$ cat src/rtl/supersonic_pkg.sv
// rtl/supersonic_pkg.sv - shared types and defaults for the supersonic ranging controller
package supersonic_pkg;

  typedef enum logic [1:0] {
    IDLE,
    ARMED,
    WAIT_ECHO,
    MEASURE
  } state_t;

  localparam logic [31:0] TIMEOUT_DIST = 32'hFFFF_FFFF;

  localparam int unsigned TRIG_CYCLES_DEF  = 500;
  localparam int unsigned ECHO_TIMEOUT_DEF = 1_250_000;
  localparam int unsigned DIST_MUL_DEF     = 3512;
  localparam int unsigned DIST_SHIFT_DEF   = 10;

endpackage

$ cat src/rtl/supersonic_sync2.sv
// rtl/supersonic_sync2.sv - two-flop synchronizer for an asynchronous level input
module sync2 (
  input  logic clk,
  input  logic rst_n,
  input  logic d,
  output logic q
);

  logic meta;

  always_ff @(posedge clk or negedge rst_n) begin
    if (!rst_n) begin
      meta <= 1'b0;
      q    <= 1'b0;
    end else begin
      meta <= d;
      q    <= meta;
    end
  end

endmodule

$ cat src/rtl/supersonic.sv
// rtl/supersonic.sv - trigger qualification, echo width measurement and distance conversion
module supersonic
  import supersonic_pkg::*;
#(
  parameter int unsigned TRIG_CYCLES  = TRIG_CYCLES_DEF,
  parameter int unsigned ECHO_TIMEOUT = ECHO_TIMEOUT_DEF,
  parameter int unsigned DIST_MUL     = DIST_MUL_DEF,
  parameter int unsigned DIST_SHIFT   = DIST_SHIFT_DEF
) (
  input  logic        clk,
  input  logic        rst_n,
  input  logic        trigger,
  input  logic        echo,
  output logic        valid,
  output logic        triggerSuc,
  output logic [31:0] distance
);

  logic        trig_s;
  logic        echo_s;
  state_t      state;
  logic [31:0] cnt;
  logic [31:0] cnt_inc;
  logic [31:0] dist_calc;

  sync2 u_sync_trig (.clk(clk), .rst_n(rst_n), .d(trigger), .q(trig_s));
  sync2 u_sync_echo (.clk(clk), .rst_n(rst_n), .d(echo),    .q(echo_s));

  assign cnt_inc   = cnt + 32'd1;
  // Product kept at 48 bits so long pulses do not overflow before the shift.
  assign dist_calc = 32'((48'(cnt) * 48'(DIST_MUL)) >> DIST_SHIFT);

  always_ff @(posedge clk or negedge rst_n) begin
    if (!rst_n) begin
      state      <= IDLE;
      cnt        <= '0;
      valid      <= 1'b0;
      triggerSuc <= 1'b0;
      distance   <= '0;
    end else begin
      valid <= 1'b0;
      case (state)
        IDLE: begin
          if (trig_s) begin
            if (cnt_inc >= 32'(TRIG_CYCLES)) begin
              state      <= WAIT_ECHO;
              triggerSuc <= 1'b1;
              cnt        <= '0;
            end else begin
              cnt <= cnt_inc;
            end
          end else begin
            cnt <= '0;
          end
        end
        WAIT_ECHO: begin
          if (echo_s) begin
            state <= MEASURE;
            cnt   <= 32'd1;
          end else if (cnt_inc >= 32'(ECHO_TIMEOUT)) begin
            state      <= IDLE;
            cnt        <= '0;
            valid      <= 1'b1;
            triggerSuc <= 1'b0;
            distance   <= TIMEOUT_DIST;
          end else begin
            cnt <= cnt_inc;
          end
        end
        MEASURE: begin
          if (!echo_s) begin
            state      <= IDLE;
            cnt        <= '0;
            valid      <= 1'b1;
            triggerSuc <= 1'b0;
            distance   <= dist_calc;
          end else if (cnt_inc >= 32'(ECHO_TIMEOUT)) begin
            state      <= IDLE;
            cnt        <= '0;
            valid      <= 1'b1;
            triggerSuc <= 1'b0;
            distance   <= TIMEOUT_DIST;
          end else begin
            cnt <= cnt_inc;
          end
        end
        default: begin
          state <= IDLE;
          cnt   <= '0;
        end
      endcase
    end
  end

endmodule

$ cat config.mk
export PLATFORM = sky130hd
export DESIGN_NAME = supersonic
export DESIGN_NICKNAME = d
export VERILOG_FILES = /design/src/rtl/supersonic_pkg.sv /design/src/rtl/supersonic_sync2.sv /design/src/rtl/supersonic.sv
export SDC_FILE = /design/constraint.sdc
export NUM_CORES = 1
export LEC_CHECK = 0
export BUFFER_PORTS_ARGS = -buffer_cell sky130_fd_sc_hd__buf_4
export CORE_UTILIZATION = 40
export DETAILED_ROUTE_END_ITERATION = 7
export RECOVER_POWER = 25
export SYNTH_ARGS = -nofsm -noshare
export SYNTH_HDL_FRONTEND = slang
export SYNTH_HIERARCHICAL = 1
export SYNTH_SLANG_ARGS = --single-unit
export TNS_END_PERCENT = 50
$ cat constraint.sdc
create_clock -name clk -period 4.9 [get_ports clk]
set_input_delay 0.98 -clock clk [delete_from_list [all_inputs] [get_ports clk]]
set_output_delay 0.98 -clock clk [all_outputs]
set_load 0.05 [all_outputs]
==> impl_metrics.env, run 1 <==
export IMPL_synth_area_leaders="fa_1, dfrtp_1, ha_1, inv_1, xnor2_1"
export IMPL_die_area_mm2=0.02406
export IMPL_portBuffers=37
export IMPL_clock_latency_ps=350
export IMPL_worstSetupStartpoint="cnt[5]$_DFF_PN0_"
export IMPL_final_util=0.4918
export IMPL_reg2reg_to="distance[25]$_DFFE_PN0P_"
export IMPL_first_global_vias=7439
export IMPL_clock_sinks=72
export IMPL_wl_per_cell_um=15.26
export IMPL_htree_levels=3
export IMPL_synth_seq_cells=72
export IMPL_slew_violations=73
export IMPL_final_area_mm2=0.01124
export IMPL_p_per_area_mw_per_mm2=332.1
export IMPL_slew_headroom=-0.2527
export IMPL_hold_class="reg2reg"
export IMPL_clock_fmax_mhz=211.3
export IMPL_drive_gt1_frac=0.1977
export IMPL_avgSynthCellArea_um2=9.669
export IMPL_status="finished with violations"
export IMPL_fin_ws_ps=167.8
export IMPL_cts_buffers=9
export IMPL_overflow=0
export IMPL_synth_seq_area_share=0.1921
export IMPL_power_total_mw=3.731
export IMPL_path_class="reg2reg"
export IMPL_skew_ps=13.05
export IMPL_violations="capacitance limit, slew limit"
export IMPL_antenna_cells=0
export IMPL_drc=0
export IMPL_ys_warn_count=6
export IMPL_pre_cts_ws_ps=-124.6
export IMPL_reg2reg_setup_slack_ps=170
export IMPL_gp_congestion=0.8688
export IMPL_p_leak_nw=5.614
export IMPL_tightest_slew_ps=1879
export IMPL_clock_path_buffers=2
export IMPL_dieWidth_um=155.1
export IMPL_syn2layout_area_growth_pct=19.80
export IMPL_initial_core_util=0.4105
export IMPL_drtIter0Drc=256
export IMPL_worstPathMaxFanout=4
export IMPL_multi_input_area_mm2=0.006754
export IMPL_setup_viol=0
export IMPL_groute_usage_overall=0.1981
export IMPL_vias_per_cell=4.861
export IMPL_yosysTopAreaCell="fa_1"
export IMPL_fp_row_count=55
export IMPL_ys_flop_type="dfrtp_1"
export IMPL_endpoint="distance[25]$_DFFE_PN0P_"
export IMPL_coreArea_mm2=0.02285
export IMPL_cap_violations=1
export IMPL_cts_tree="yes"
export IMPL_syn_area_mm2=0.009379
export IMPL_ant_nets=0
export IMPL_ios=38
export IMPL_syn_inst=970
export IMPL_worstRegToRegCells=19
export IMPL_finalCritPeriodShare=0.9658
export IMPL_crit_required_ps=5140
export IMPL_irDropWorstVdd_mv=0.4881
export IMPL_netlist_area_leader_share=0.2753
export IMPL_fill_cells=2196
export IMPL_start_kind="register"
export IMPL_cts_hold_buffers_added=0
export IMPL_routed_wl_um=21690
export IMPL_antenna_found_initial=0
export IMPL_cp_end_kind="register"
export IMPL_dr_total_vias=6907
export IMPL_rsz0062_at_grt="true"
export IMPL_num_nets_final=1325
export IMPL_fin_crit_ps=4732
export IMPL_finalHoldViolCount=0
export IMPL_synth_cell_types=71
export IMPL_crit_arrival_ps=4980
export IMPL_cts_root_buf="clkbuf_16"
export IMPL_rr_startpoint="cnt[5]$_DFF_PN0_"
export IMPL_die_h_um=155.1
export IMPL_grt_first_pass_wirelength_um=36920
export IMPL_synth_edf_count=0
export IMPL_drt_first_pass_iters=4
export IMPL_grt_max_degree=73
export IMPL_dp_hpwl_um=18010
export IMPL_async_flop_share=1.000
export IMPL_regArea_mm2=0.001821
export IMPL_clkTransAtPathRegs_ps=70
export IMPL_place_area_mm2=0.01064
-- registers in the layout (all words and copies together) (netlist names) --
name / count
cnt: 32
distance: 32
state: 2
triggerSuc: 1
u_sync_echo/meta: 1
u_sync_echo/q: 1
u_sync_trig/meta: 1
u_sync_trig/q: 1
valid: 1
-- power by group --
part / switching [mW] / leakage [nW] / total [mW] / internal [mW]
Combinational: 1.34 / 4.68 / 2.21 / 0.871
Sequential: 0.112 / 0.794 / 0.842 / 0.730
Clock: 0.284 / 0.138 / 0.677 / 0.392
Total: 1.74 / 5.61 / 3.73 / 1.99
-- area by class of cell --
cell class,instances,area share
inverter,269,0.08987
timing repair buffer,127,0.08641
clock buffer,10,0.02038
sequential,72,0.1620
clock inverter,6,0.005345
tap,313,0.03486
multi-input combinational,624,0.6011
-- how the worst min path moves through the flow --
stage                                     startpoint                      end  slack [ps]  cells after the start
after global routing      u_sync_echo/meta$_DFF_PN0_  u_sync_echo/q$_DFF_PN0_         370                      0
after floorplan           u_sync_echo/meta$_DFF_PN0_  u_sync_echo/q$_DFF_PN0_         330                      0
after global placement    u_sync_echo/meta$_DFF_PN0_  u_sync_echo/q$_DFF_PN0_         340                      0
after detailed placement  u_sync_trig/meta$_DFF_PN0_  u_sync_trig/q$_DFF_PN0_         350                      0
after CTS                 u_sync_trig/meta$_DFF_PN0_  u_sync_trig/q$_DFF_PN0_         370                      0
final                     u_sync_echo/meta$_DFF_PN0_  u_sync_echo/q$_DFF_PN0_         370                      0
-- cells in the mapped netlist, types with 2 or more instances --
master and n:
o21a_1 4, clkbuf_1 6, a211oi_1 4, nor4_1 4, nand2_1 28, o21bai_1 5, and4_1 5, a2bb2oi_1 30
maj3_1 6, a311oi_1 2, o21ai_1 2, a221oi_1 2, nor4_4 2, mux2i_1 3, dfrtp_1 72, inv_1 269
xor2_1 32, nor2_2 15, nor3_1 7, a21o_1 22, o31ai_1 3, a21oi_1 27, or4_1 2, nor2b_1 5
nand4_1 17, buf_2 6, nand3_1 18, and2_1 2, buf_6 2, a221oi_2 2, fa_1 129, xnor2_1 48
nor2_1 33, a31oi_1 3, or3_1 4, o21ai_0 19, and3_1 6, o22a_1 2, nor3b_1 2, ha_1 89
-- timing repair --
item | 4_1_cts | 5_1_grt
endpoints found under the hold margin | 0 | 0
gates cloned | 0 | 0
pin swaps | 4 | 15
resized for setup | 8 | 54
buffers inserted | 0 | 6
setup endpoints to repair | 9 | 19
-- critical path: stages (launching register included) --
cell	delay (ps)
dfrtp_1	430
fa_1	540
inv_1	60
fa_1	490
inv_1	40
ha_1	270
inv_1	50
fa_1	530
inv_1	40
ha_1	300
and3b_1	220
a221oi_4	300
nor4_2	80
o41a_1	460
a31oi_4	220
buf_4	160
nor2_1	40
nor3b_1	170
nor3_1	60
o22a_1	150
-- cells by family (layout without fill, tap and decap cells) --
family | Yosys count | count (layout) | share of synthesized area
compound gates | 148 | 148 | 0.1169
buf+inv | 284 | 412 | 0.1165
fa+ha+maj | 224 | 224 | 0.4005
xor+xnor | 80 | 80 | 0.07471
simple gates | 158 | 158 | 0.09578
other cells | 1 | 11 | 0.0003998
flops | 72 | 72 | 0.1921
mux | 3 | 3 | 0.003202
-- layout by cell type, fill, tap and decap left out, types with 17 or more instances in the layout --
master and count:
nor2_1 33, a2bb2oi_1 29, nand4_1 17, ha_1 80, buf_4 121, nand2_1 27
inv_1 269, a21o_1 22, fa_1 129, xor2_1 32, dfrtp_1 57, a21oi_1 22
nand3_1 17, xnor2_1 47
-- per-layer routing --
layer  vias to the layer above  track usage  share of wire
li1                       3350            -              -
met1                      3447       0.2347           0.41
met2                        75       0.3655           0.53
met3                        35      0.02563          0.027
met4                         0      0.07072          0.027
met5                         -            0              0
-- through the flow --
step                      TNS [ps]  hold WS (ps)  cells
after floorplan                  0         331.2    980
after global placement      -99.87         338.4   1399
after detailed placement    -255.8         353.5   1399
after CTS                  -0.9592         369.7   1415
after global routing        -97.76         371.6   1421
final                            0         365.8   1421
No activity file was read; power rests on OpenSTA's default activity.
==> run 2, diff against run 1 <==
==> constraint.sdc (replaced) <==
create_clock -name clk -period 4.9 [get_ports clk]
set_input_delay 0 -clock clk [delete_from_list [all_inputs] [get_ports clk]]
set_output_delay 0 -clock clk [all_outputs]
set_load 0.05 [all_outputs]
==> impl_metrics.env, run 2 (synthesis gave the netlist of run 1 again) <==
export IMPL_status="finished with violations"
export IMPL_violations="capacitance limit, slew limit"
export IMPL_dp_cells=1399
export IMPL_coreArea_mm2=0.02285
export IMPL_drtIter0Drc=273
export IMPL_die_area_mm2=0.02406
export IMPL_cp_slowest_stage_delay_ps=540
export IMPL_antenna_cells=0
export IMPL_overflow=0
export IMPL_clock_latency_ps=350
export IMPL_clock_sinks=72
export IMPL_clkTransAtPathRegs_ps=70
export IMPL_fin_ws_ps=173.2
export IMPL_crit_chain="fa_1 > inv_1 > fa_1 > inv_1 > ha_1 > inv_1 > fa_1 > inv_1 > ha_1 > and3b_1 > a221oi_4 > nor4_2 > o41a_1 > a31oi_4 > buf_4 > nor2_1 > nor3b_1 > nor3_1 > o22a_1"
export IMPL_p_leak_nw=5.520
export IMPL_power_switching_mw=1.738
export IMPL_slew_violations=73
export IMPL_worstPathMaxFanout=4
export IMPL_final_area_mm2=0.01114
export IMPL_die_h_um=155.1
export IMPL_dr_total_vias=6941
export IMPL_worstSetupStartpoint="cnt[5]$_DFF_PN0_"
export IMPL_antenna_found_initial=0
export IMPL_fp_row_count=55
export IMPL_slew_headroom=-0.2642
export IMPL_wl_per_cell_um=15.30
export IMPL_first_global_vias=7451
export IMPL_gp_congestion=0.8688
export IMPL_finalCritPeriodShare=0.9647
export IMPL_dp_hpwl_um=18010
export IMPL_portBuffers=37
export IMPL_p_per_area_mw_per_mm2=325.8
export IMPL_start_kind="register"
export IMPL_cap_violations=1
export IMPL_cp_top_family="adder cells"
export IMPL_layout_common_cells="inv_1, fa_1, buf_4"
export IMPL_tightest_slew_ps=1896
export IMPL_groute_usage_overall=0.1985
export IMPL_dieWidth_um=155.1
export IMPL_p_comb_frac=0.583
export IMPL_crit_required_ps=5140
export IMPL_cts_root_buf="clkbuf_16"
export IMPL_hold_start="echo"
export IMPL_pre_cts_ws_ps=-124.6
export IMPL_crit_arrival_ps=4970
export IMPL_setup_viol=0
export IMPL_cts_tree="yes"
export IMPL_cts_buffers=9
export IMPL_vias_per_cell=4.874
export IMPL_clkPwrFrac=0.187
export IMPL_worst_path_max_delay_cell="fa_1"
export IMPL_cp_end_kind="register"
export IMPL_finalHoldViolCount=0
export IMPL_skew_ps=12.62
export IMPL_grt_max_degree=73
export IMPL_rsz0062_at_grt="true"
export IMPL_worstRegToRegCells=19
export IMPL_p_seq_frac=0.231
export IMPL_syn2layout_area_growth_pct=18.76
export IMPL_clock_path_buffers=2
export IMPL_ant_nets=0
export IMPL_routed_wl_um=21780
export IMPL_largestRegisters="cnt x32, distance x32, state x2"
export IMPL_reg2reg_to="distance[25]$_DFFE_PN0P_"
export IMPL_num_nets_final=1328
export IMPL_stdcell_count=1424
export IMPL_path_class="reg2reg"
export IMPL_switching_share=0.4791
export IMPL_final_common_cell="inv_1"
export IMPL_reg2reg_setup_slack_ps=170
export IMPL_htree_levels=3
export IMPL_clock_fmax_mhz=211.6
export IMPL_cpMostUsedCell="inv_1"
export IMPL_critPathBufInv=5
export IMPL_drc=0
export IMPL_endpoint="distance[25]$_DFFE_PN0P_"
export IMPL_hold_class="in2reg"
export IMPL_rr_startpoint="cnt[5]$_DFF_PN0_"
export IMPL_initial_core_util=0.4105
export IMPL_drt_first_pass_iters=4
export IMPL_intPower_mw=1.890
export IMPL_drive_gt1_frac=0.1665
export IMPL_grt_first_pass_wirelength_um=36980
export IMPL_place_area_mm2=0.01064
export IMPL_irDropWorstVdd_mv=0.4802
export IMPL_path_depth=19
export IMPL_fin_crit_ps=4727
export IMPL_ios=38
-- run 2: layout make-up --
cell class	count	area [um2]
fill	2234	11710
multi-input combinational	624	6754
sequential	72	1821
inverter	269	1010
timing repair buffer	130	873.3
tap	313	391.6
clock buffer	10	229.0
clock inverter	6	60.06
-- run 2: routing by layer --
layer,GRT usage,wire (um),vias up
met2,0.3657,11490,83
met1,0.2358,9117,3469
met4,0.07072,593,0
met5,0,0,-
met3,0.02563,586,35
li1,-,-,3354
-- run 2: what timing repair did --
item                                    in CTS  in global routing
endpoints found under the hold margin       74                  0
resized for setup                            8                 54
endpoints found under the setup margin       9                 19
buffers inserted                             0                  6
hold buffers                                 3                  0
cloned                                       0                  0
pin swaps                                    4                 15
-- run 2: through the flow --
| step | util | TNS, ps | total power, mW | hold WS [ps] |
|---|---|---|---|---|
| finish | 0.4875 | 0 | 3.628 | 323.2 |
| global route | 0.4875 | -97.76 | 3.918 | 320.2 |
| CTS | 0.4808 | -0.9592 | 3.744 | 291.1 |
| detailed placement | 0.4657 | -255.8 | 3.039 | 111.4 |
| global placement | 0.4657 | -99.87 | 3.044 | 110.3 |
| floorplan | - | 0 | 2.432 | -295.6 |
-- run 2: worst min path at each step --
stage | cells after the start | endpoint
2_1_floorplan | 0 | cnt[0]$_DFF_PN0_
3_3_place_gp | 1 | u_sync_trig/meta$_DFF_PN0_
3_5_place_dp | 1 | u_sync_echo/meta$_DFF_PN0_
4_1_cts | 2 | u_sync_trig/meta$_DFF_PN0_
5_1_grt | 2 | u_sync_echo/meta$_DFF_PN0_
6_report | 2 | u_sync_echo/meta$_DFF_PN0_
-- run 2: power groups by stage --
stage,Combinational [mW],Sequential (mW),Clock (mW)
2_1_floorplan,1.19,1.24,0
3_3_place_gp,2.19,0.854,0
3_5_place_dp,2.19,0.849,0
4_1_cts,2.21,0.845,0.693
5_1_grt,2.35,0.855,0.717
6_report,2.11,0.838,0.677
